File: src/rtl/vx_dcache_req_arb.sv
// Data-cache request arbiter: grants one requester bundle at a time into a one-entry output register
// whose lanes retire independently. Define DCACHE_ARB_RR_EN for round-robin, else fixed priority.
module vx_dcache_req_arb #(
  parameter  int NUM_INPUTS    = 4,
  parameter  int NUM_REQS      = 4,
  parameter  int WORD_SIZE     = 4,
  parameter  int TAG_IN_WIDTH  = 8,
  parameter  int XLEN          = 32,
  localparam int WORD_WIDTH    = 8 * WORD_SIZE,
  localparam int LSZ           = $clog2($clog2(WORD_SIZE) + 1),
  localparam int IW            = (NUM_INPUTS > 1) ? $clog2(NUM_INPUTS) : 1,
  localparam int TAG_OUT_WIDTH = TAG_IN_WIDTH + IW
) (
  input  logic                                        clk,
  input  logic                                        reset,
  input  logic [NUM_INPUTS*NUM_REQS-1:0]              in_valid,
  input  logic [NUM_INPUTS*NUM_REQS-1:0]              in_rw,
  input  logic [NUM_INPUTS*NUM_REQS*WORD_SIZE-1:0]    in_byteen,
  input  logic [NUM_INPUTS*NUM_REQS*LSZ-1:0]          in_size,
  input  logic [NUM_INPUTS*NUM_REQS*XLEN-1:0]         in_addr,
  input  logic [NUM_INPUTS*NUM_REQS*WORD_WIDTH-1:0]   in_data,
  input  logic [NUM_INPUTS*NUM_REQS*TAG_IN_WIDTH-1:0] in_tag,
  output logic [NUM_INPUTS*NUM_REQS-1:0]              in_ready,
  output logic [NUM_REQS-1:0]                         out_valid,
  output logic [NUM_REQS-1:0]                         out_rw,
  output logic [NUM_REQS*WORD_SIZE-1:0]               out_byteen,
  output logic [NUM_REQS*LSZ-1:0]                     out_size,
  output logic [NUM_REQS*XLEN-1:0]                    out_addr,
  output logic [NUM_REQS*WORD_WIDTH-1:0]              out_data,
  output logic [NUM_REQS*TAG_OUT_WIDTH-1:0]           out_tag,
  input  logic [NUM_REQS-1:0]                         out_ready
);

  logic [NUM_REQS-1:0]               pending;
  logic [NUM_INPUTS-1:0]             req;
  logic                              free;
  logic                              grant_valid;
  logic [IW-1:0]                     grant_idx;
  logic                              fire;

  logic [NUM_REQS-1:0]               sel_valid;
  logic [NUM_REQS-1:0]               sel_rw;
  logic [NUM_REQS*WORD_SIZE-1:0]     sel_byteen;
  logic [NUM_REQS*LSZ-1:0]           sel_size;
  logic [NUM_REQS*XLEN-1:0]          sel_addr;
  logic [NUM_REQS*WORD_WIDTH-1:0]    sel_data;
  logic [NUM_REQS*TAG_OUT_WIDTH-1:0] sel_tag;

`ifdef DCACHE_ARB_RR_EN
  logic [IW-1:0]                     ptr;
`endif

  always_comb begin
    req = '0;
    for (int i = 0; i < NUM_INPUTS; i++) begin
      req[i] = |in_valid[i*NUM_REQS +: NUM_REQS];
    end
  end

  // The register can accept a new bundle when every lane still pending retires this cycle.
  assign free = ~|(pending & ~out_ready);

  // Scanning from the far end down lets the nearest requester to the search start win last.
  always_comb begin
    int j;
    j           = 0;
    grant_valid = 1'b0;
    grant_idx   = '0;
    for (int k = NUM_INPUTS - 1; k >= 0; k--) begin
`ifdef DCACHE_ARB_RR_EN
      j = int'(ptr) + k;
      if (j >= NUM_INPUTS) j = j - NUM_INPUTS;
`else
      j = k;
`endif
      if (req[j]) begin
        grant_valid = 1'b1;
        grant_idx   = IW'(j);
      end
    end
  end

  assign fire = free & grant_valid & ~reset;

  always_comb begin
    in_ready = '0;
    for (int i = 0; i < NUM_INPUTS; i++) begin
      in_ready[i*NUM_REQS +: NUM_REQS] = {NUM_REQS{fire && (grant_idx == IW'(i))}};
    end
  end

  // The winning index rides in the low bits of every lane's tag so responses can be routed back.
  always_comb begin
    sel_valid  = '0;
    sel_rw     = '0;
    sel_byteen = '0;
    sel_size   = '0;
    sel_addr   = '0;
    sel_data   = '0;
    sel_tag    = '0;
    for (int i = 0; i < NUM_INPUTS; i++) begin
      if (grant_idx == IW'(i)) begin
        sel_valid  = in_valid[i*NUM_REQS +: NUM_REQS];
        sel_rw     = in_rw[i*NUM_REQS +: NUM_REQS];
        sel_byteen = in_byteen[i*NUM_REQS*WORD_SIZE +: NUM_REQS*WORD_SIZE];
        sel_size   = in_size[i*NUM_REQS*LSZ +: NUM_REQS*LSZ];
        sel_addr   = in_addr[i*NUM_REQS*XLEN +: NUM_REQS*XLEN];
        sel_data   = in_data[i*NUM_REQS*WORD_WIDTH +: NUM_REQS*WORD_WIDTH];
        for (int l = 0; l < NUM_REQS; l++) begin
          sel_tag[l*TAG_OUT_WIDTH +: TAG_OUT_WIDTH] =
            {in_tag[(i*NUM_REQS+l)*TAG_IN_WIDTH +: TAG_IN_WIDTH], grant_idx};
        end
      end
    end
  end

  always_ff @(posedge clk) begin
    if (reset) begin
      pending <= '0;
`ifdef DCACHE_ARB_RR_EN
      ptr     <= '0;
`endif
    end else if (fire) begin
      pending <= sel_valid;
`ifdef DCACHE_ARB_RR_EN
      ptr     <= (grant_idx == IW'(NUM_INPUTS - 1)) ? '0 : grant_idx + 1'b1;
`endif
    end else begin
      pending <= pending & ~out_ready;
    end
  end

  // Payload needs no reset; it is only meaningful under a pending lane.
  always_ff @(posedge clk) begin
    if (fire) begin
      out_rw     <= sel_rw;
      out_byteen <= sel_byteen;
      out_size   <= sel_size;
      out_addr   <= sel_addr;
      out_data   <= sel_data;
      out_tag    <= sel_tag;
    end
  end

  assign out_valid = pending;

endmodule

File: config.mk
export PLATFORM = sky130hd
export DESIGN_NAME = vx_dcache_req_arb
export DESIGN_NICKNAME = d
export VERILOG_FILES = /design/src/rtl/vx_dcache_req_arb.sv
export SDC_FILE = /design/constraint.sdc
export NUM_CORES = 1
export LEC_CHECK = 0
export CAP_MARGIN = 20
export CORE_AREA = 2 2 632 634
export CTS_CLUSTER_DIAMETER = 30
export DETAILED_ROUTE_END_ITERATION = 10
export DIE_AREA = 0 0 634 636
export PLACE_DENSITY_LB_ADDON = 0.2
export SYNTH_ARGS = -nofsm -noshare
export SYNTH_HDL_FRONTEND = slang
export SYNTH_SLANG_ARGS = --single-unit
File: constraint.sdc
create_clock -name clk -period 8.8 [get_ports clk]
set_input_delay 1.32 -clock clk [delete_from_list [all_inputs] [get_ports clk]]
set_output_delay 1.32 -clock clk [all_outputs]
set_load 0.03 [all_outputs]
* Yosys cells after proc, flatten, opt, wreduce, memory -nomap -nowiden
Cells that the tools add are included.
** Operators by class
- Multiplexer cells :: 37
- Reduce and logical (&&, ||, !) cells :: 11
- Eq/ne operators :: 3
- Bitwise logic cells :: 5
** Operators by type and width (number)
- 128-bit two-way mux :: 8
- 40-bit two-way mux :: 4
- 16-bit two-way mux :: 4
- 4-bit two-way mux :: 9
- 8-bit two-way mux :: 4
- 4-bit OR reduction :: 5
- 2-bit two-way mux :: 4
- 4-bit bitwise AND :: 1
- 2-bit equality test (second input constant) :: 2
- 1-bit logical AND :: 4
- 1-bit two-way mux :: 4
- 4-bit NOT :: 1
- 1-bit bitwise AND :: 2
- 2-bit by 1-bit equality test with 1-bit output (second input constant) :: 1
- 2-bit logical NOT :: 1
- 1-bit logical NOT :: 1
- 1-bit NOT :: 1
** Word-level totals
- Word-level logic and storage cells :: 63
- Bits of input ports :: 1286
- Output and inout port bits :: 344
- Register bits after elaboration :: 328

* Depth between registers and ports, before layout
- Word-level depth :: 11
- Depth in mapped cells :: 7
- Mapped depth without buffers :: 4

* Worst setup path after synthesis
No wires, ideal clock.
- Path kind :: input to register
- From :: in in_valid[12]
- To :: reg out_addr[0] (enable)
- Library setup time :: 667 ps
- Path slack :: -48 ps
- Data required time :: 8133 ps
- Cell stages on the path :: 5
- Arrival time :: 8182 ps
- Path buffers :: 1
- Cells stage by stage :: or4_1 buf_2 nor2_1 a311o_1 inv_1
** On the way
- Cells in the longest elaborated chain, start to end :: 7
** Ends and longest elaborated chain
- start, declared :: line 16 : input logic [NUM_INPUTS*NUM_REQS-1:0] in_valid,
- 4-bit OR reduction :: line 56 : req[i] = |in_valid[i*NUM_REQS +: NUM_REQS];
- 1-bit two-way mux (4 in a row) :: line 76 : if (req[j]) begin
- 1-bit bitwise AND (2 in a row) :: line 83 : assign fire = free & grant_valid & ~reset;
- net fire :: line 39 : logic fire;
- end signal, assigned :: line 139 : out_addr <= sel_addr;
- end, declared :: line 28 : output logic [NUM_REQS*XLEN-1:0] out_addr,
The timed path passes the listed nets, and every way through them passes these cells.
A chain may end at the register's enable or synchronous reset.

* Worst setup path after layout
- From :: in out_ready[0]
- To :: out in_ready[5]
** On the way
- Cells in the longest elaborated chain, start to end :: 7
** Ends and longest elaborated chain
- start, declared :: line 31 : input logic [NUM_REQS-1:0] out_ready
- 4-bit NOT :: line 61 : assign free = ~|(pending & ~out_ready);
- 4-bit bitwise AND :: line 61
- 4-bit OR reduction :: line 61
- 1-bit logical NOT :: line 61
- 1-bit bitwise AND (2 in a row) :: line 83
- 1-bit logical AND :: line 88 : in_ready[i*NUM_REQS +: NUM_REQS] = {NUM_REQS{fire && (grant_idx == IW'(i))}};
- end, declared :: line 23 : output logic [NUM_INPUTS*NUM_REQS-1:0] in_ready,
No other way between the ends.

==> run_results.csv <==
group,metric,value,unit
run,maxCapViolCount,0,
placement,port_buffers,1629,
global_routing,first_global_vias,27200,
clock_network,clockRootBuffer,"clkbuf_16",
layout,fin_cells,9035,
synth,syn-cell-area,20100,µm²
power_and_ir_drop,switching_share,30.9,%
route,via_per_inst,2.82,
worst_setup_path,cp_max_fo,6,
timing,rsz0062_at_grt,"false",
floorplan,ios,1630,
layout,multi_input_area,9470,µm²
timing,period_needed,6.18,ns
synth,synth-async-reset-ratio,0,%
route,routed-via-count,25500,
route,totalWireLength,260000,µm
floorplan,design.core.area,397000,µm²
worst_setup_path,worstSetupEndpointType,"primary output",
placement,placed_area,42500,µm²
timing,hold_viol_final,0,
status,status,"completed",
power_and_ir_drop,leakage,14.4,nW
floorplan,die_w,634,µm
timing,timing.final.crit_share,70.3,%
floorplan,start_util,5.06,%
synth,synth_area_leader_cell,"edfxtp_1",
clock_network,cts_setup_buffers,0,
power_and_ir_drop,p_seq_share,23.4,%
timing,slew_violations,0,
synth,synth-edff-count,318,
floorplan,rows,232,
synth,avgSynthCellArea,9.84,µm²
route,drt_iter0_markers,1756,
global_routing,grt-ovfl-total,0,
synth,synth_warnings,0,
worst_setup_path,critPathSlowestCell,"clkdlybuf4s50_1",
worst_setup_path,path_buf_inv,2,
synth,synthFlopType,"edfxtp_1",
worst_setup_path,path_class,"in -> out",
worst_hold_path,hp-class,"reg -> reg",
synth,synth.distinct_cells,34,
route,dr.pass1.iters,7,
clock_network,clkTransAtPathRegs,0.04,ns
clock_network,numCtsBuffers,150,
placement,dp.cells,8748,
worst_setup_path,cp.arrival,4.86,ns
clock_network,cts_resized,0,
route,route.detailed.drc,0,
power_and_ir_drop,pwr-share-comb,22.3,%
power_and_ir_drop,pwr_density_cell,183,nW/µm²
global_routing,antenna_found_initial,72,
synth,yosysTopAreaCellShare,47.5,%
worst_setup_path,start_kind,"input pin",
placement,place_congestion,0.881,
synth,synth.net_count,3327,
power_and_ir_drop,clkPwrFrac,54.3,%
power_and_ir_drop,irDropWorstVdd,0.121,mV
clock_network,cts_tree,"built",
synth,yosysSeqAreaShare,47.9,%
layout,regArea,9630,µm²
timing,worstMarginPinSlew,1.11,ns
route,ant_nets,0,
timing,fin_setup_tns,0,ns
floorplan,fp.dieArea,403000,µm²
layout,fin_area,47100,µm²
synth,netlist_instances,2041,
layout,nFillCells,45500,
layout,layout-drive-gt1-share,10.5,%
synth,ys_top_cells_by_count,"edfxtp_1 (318), a21oi_1 (281), o2bb2ai_1 (279), nand2_1 (196), o21ai_0 (171)",
placement,hpwl,219000,µm
global_routing,grt_first_pass_wirelength,319000,µm
clock_network,cts_hold_buf,0,
clock_network,insertion_delay,0.82,ns
route,wl_per_cell,28.8,µm
worst_setup_path,reg2reg_slack,4.97,ns
timing,relSlewSlack,25.4,%
layout,areaGrowthSynthToFinish,134,%
power_and_ir_drop,p_int,5.94,mW
clock_network,cts_sinks,322,
global_routing,grt_max_degree,124,
worst_setup_path,crit_family,"simple AND/OR/NAND/NOR gates",
power_and_ir_drop,p_sw,2.66,mW
worst_setup_path,crit_chain,"clkdlybuf4s50_1 -> nand2b_1 -> nand4_1 -> a311o_1 -> nor3_1 -> clkdlybuf4s50_1",
timing,fmax,0.162,GHz
timing,setup_viol,0,
synth,synth-seq-cells,322,
layout,nNetsFinal,4922,
timing,fin_hold_ws,0.554,ns
global_routing,grt_util_all_layers,12.3,%
synth,synth.most_common_cell,"edfxtp_1",
timing,fin_skew,0.0275,ns
worst_setup_path,slowest_delay,0.82,ns
synth,synth_area_leaders,"edfxtp_1 (48%), o2bb2ai_1 (12%), a21oi_1 (7.0%)",
worst_setup_path,cp.required,7.48,ns
floorplan,die_y,636,µm
clock_network,clk_path_buf_depth,4,
worst_setup_path,timing.critical_path.mode_cell,"clkdlybuf4s50_1",
clock_network,cts_max_level,4,
-- final timing paths --
check / from / endpoint / cells past startpoint
worst max-delay path: out_ready[0] / in_ready[5] / 6
worst max register to register: out_valid[2]$_SDFF_PP0_ / out_addr[10]$_DFFE_PP_ / 6
worst min-delay path: out_valid[3]$_SDFF_PP0_ / out_valid[3]$_SDFF_PP0_ / 2
worst min register to register: out_valid[3]$_SDFF_PP0_ / out_valid[3]$_SDFF_PP0_ / 2
-- worst reg2reg max path: cells and delay by family, from the launching register on --
family	cells	cell delay [ns]
buf+inv	3	1.65
flops	1	0.31
simple gates	2	0.61
compound gates	1	0.79
-- metrics by stage --
stage,setup WS (ns),power (mW),utilization (%)
finish,2.62,8.60,11.9
global route,2.39,8.97,11.8
CTS,2.47,8.84,11.8
detailed placement,2.47,4.01,10.7
global placement,2.47,4.02,10.7
floorplan,1.17,2.56,-
-- state kept, by name, indices dropped and copies added (netlist names) --
register and cells:
out_addr 128, out_byteen 16, out_data 128, out_rw 4, out_size 8, out_tag 34
out_valid 4
-- per-layer routing --
metal / vias to the layer above / wire [µm] / share of wire, % / global-route usage, %
met5: - / 278 / 0.11 / 0
met4: 40 / 6810 / 2.6 / 3.03
met3: 310 / 29300 / 11 / 6.13
met2: 1313 / 133000 / 51 / 22.5
met1: 12700 / 90200 / 35 / 12.4
li1: 11200 / - / - / -
-- final cells by class --
| type | instances | area share (%) |
|---|---|---|
| Inverter | 2 | 0.0239 |
| Timing Repair Buffer | 1683 | 35.8 |
| Clock inverter | 78 | 1.10 |
| Multi-Input combinational cell | 1477 | 20.1 |
| Sequential cell | 322 | 20.5 |
| Tap cell | 5265 | 14.0 |
| Antenna cell | 19 | 0.101 |
| Clock buffer | 189 | 8.44 |
-- power groups by stage --
stage	registers, mW	logic, mW	clock network, mW
floorplan	2.27	0.287	0
global placement	2.05	1.98	0
detailed placement	2.04	1.97	0
CTS	2.02	1.98	4.83
global route	2.03	2.03	4.91
finish	2.01	1.92	4.67
-- cells by family (layout without fill, tap and decap cells) --
logic type / after synthesis / after routing / share of synthesized area [%]
AO/OA/AOI/OAI: 960 / 960 / 31.7
other: 0 / 19 / 0
flip-flops: 322 / 322 / 47.9
multiplexers: 123 / 123 / 6.90
AND/OR/NAND/NOR: 394 / 394 / 7.90
buffers and inverters: 242 / 1952 / 5.61
-- cell usage in the layout, fill, tap and decap left out, types with 3 or more instances in the layout --
cell type and instances:
dfxtp_1 4, o21ai_0 171, o2bb2ai_1 279, nor3_1 6, mux2_2 123, clkinv_8 4
a22oi_1 123, diode_2 19, nor2_4 3, o21ai_1 57, o32ai_1 4, a21oi_1 280
clkbuf_16 152, inv_16 3, clkbuf_8 3, nand2_1 196, o221ai_4 4, clkdlybuf4s50_1 1626
buf_12 10, edfxtp_1 318, clkinv_2 27, or3_1 9, nand2b_1 4, clkinv_1 38
clkbuf_1 34, a221oi_1 36, nor2_1 165, buf_4 47
Note: power is estimated with default switching activity, not from simulation.
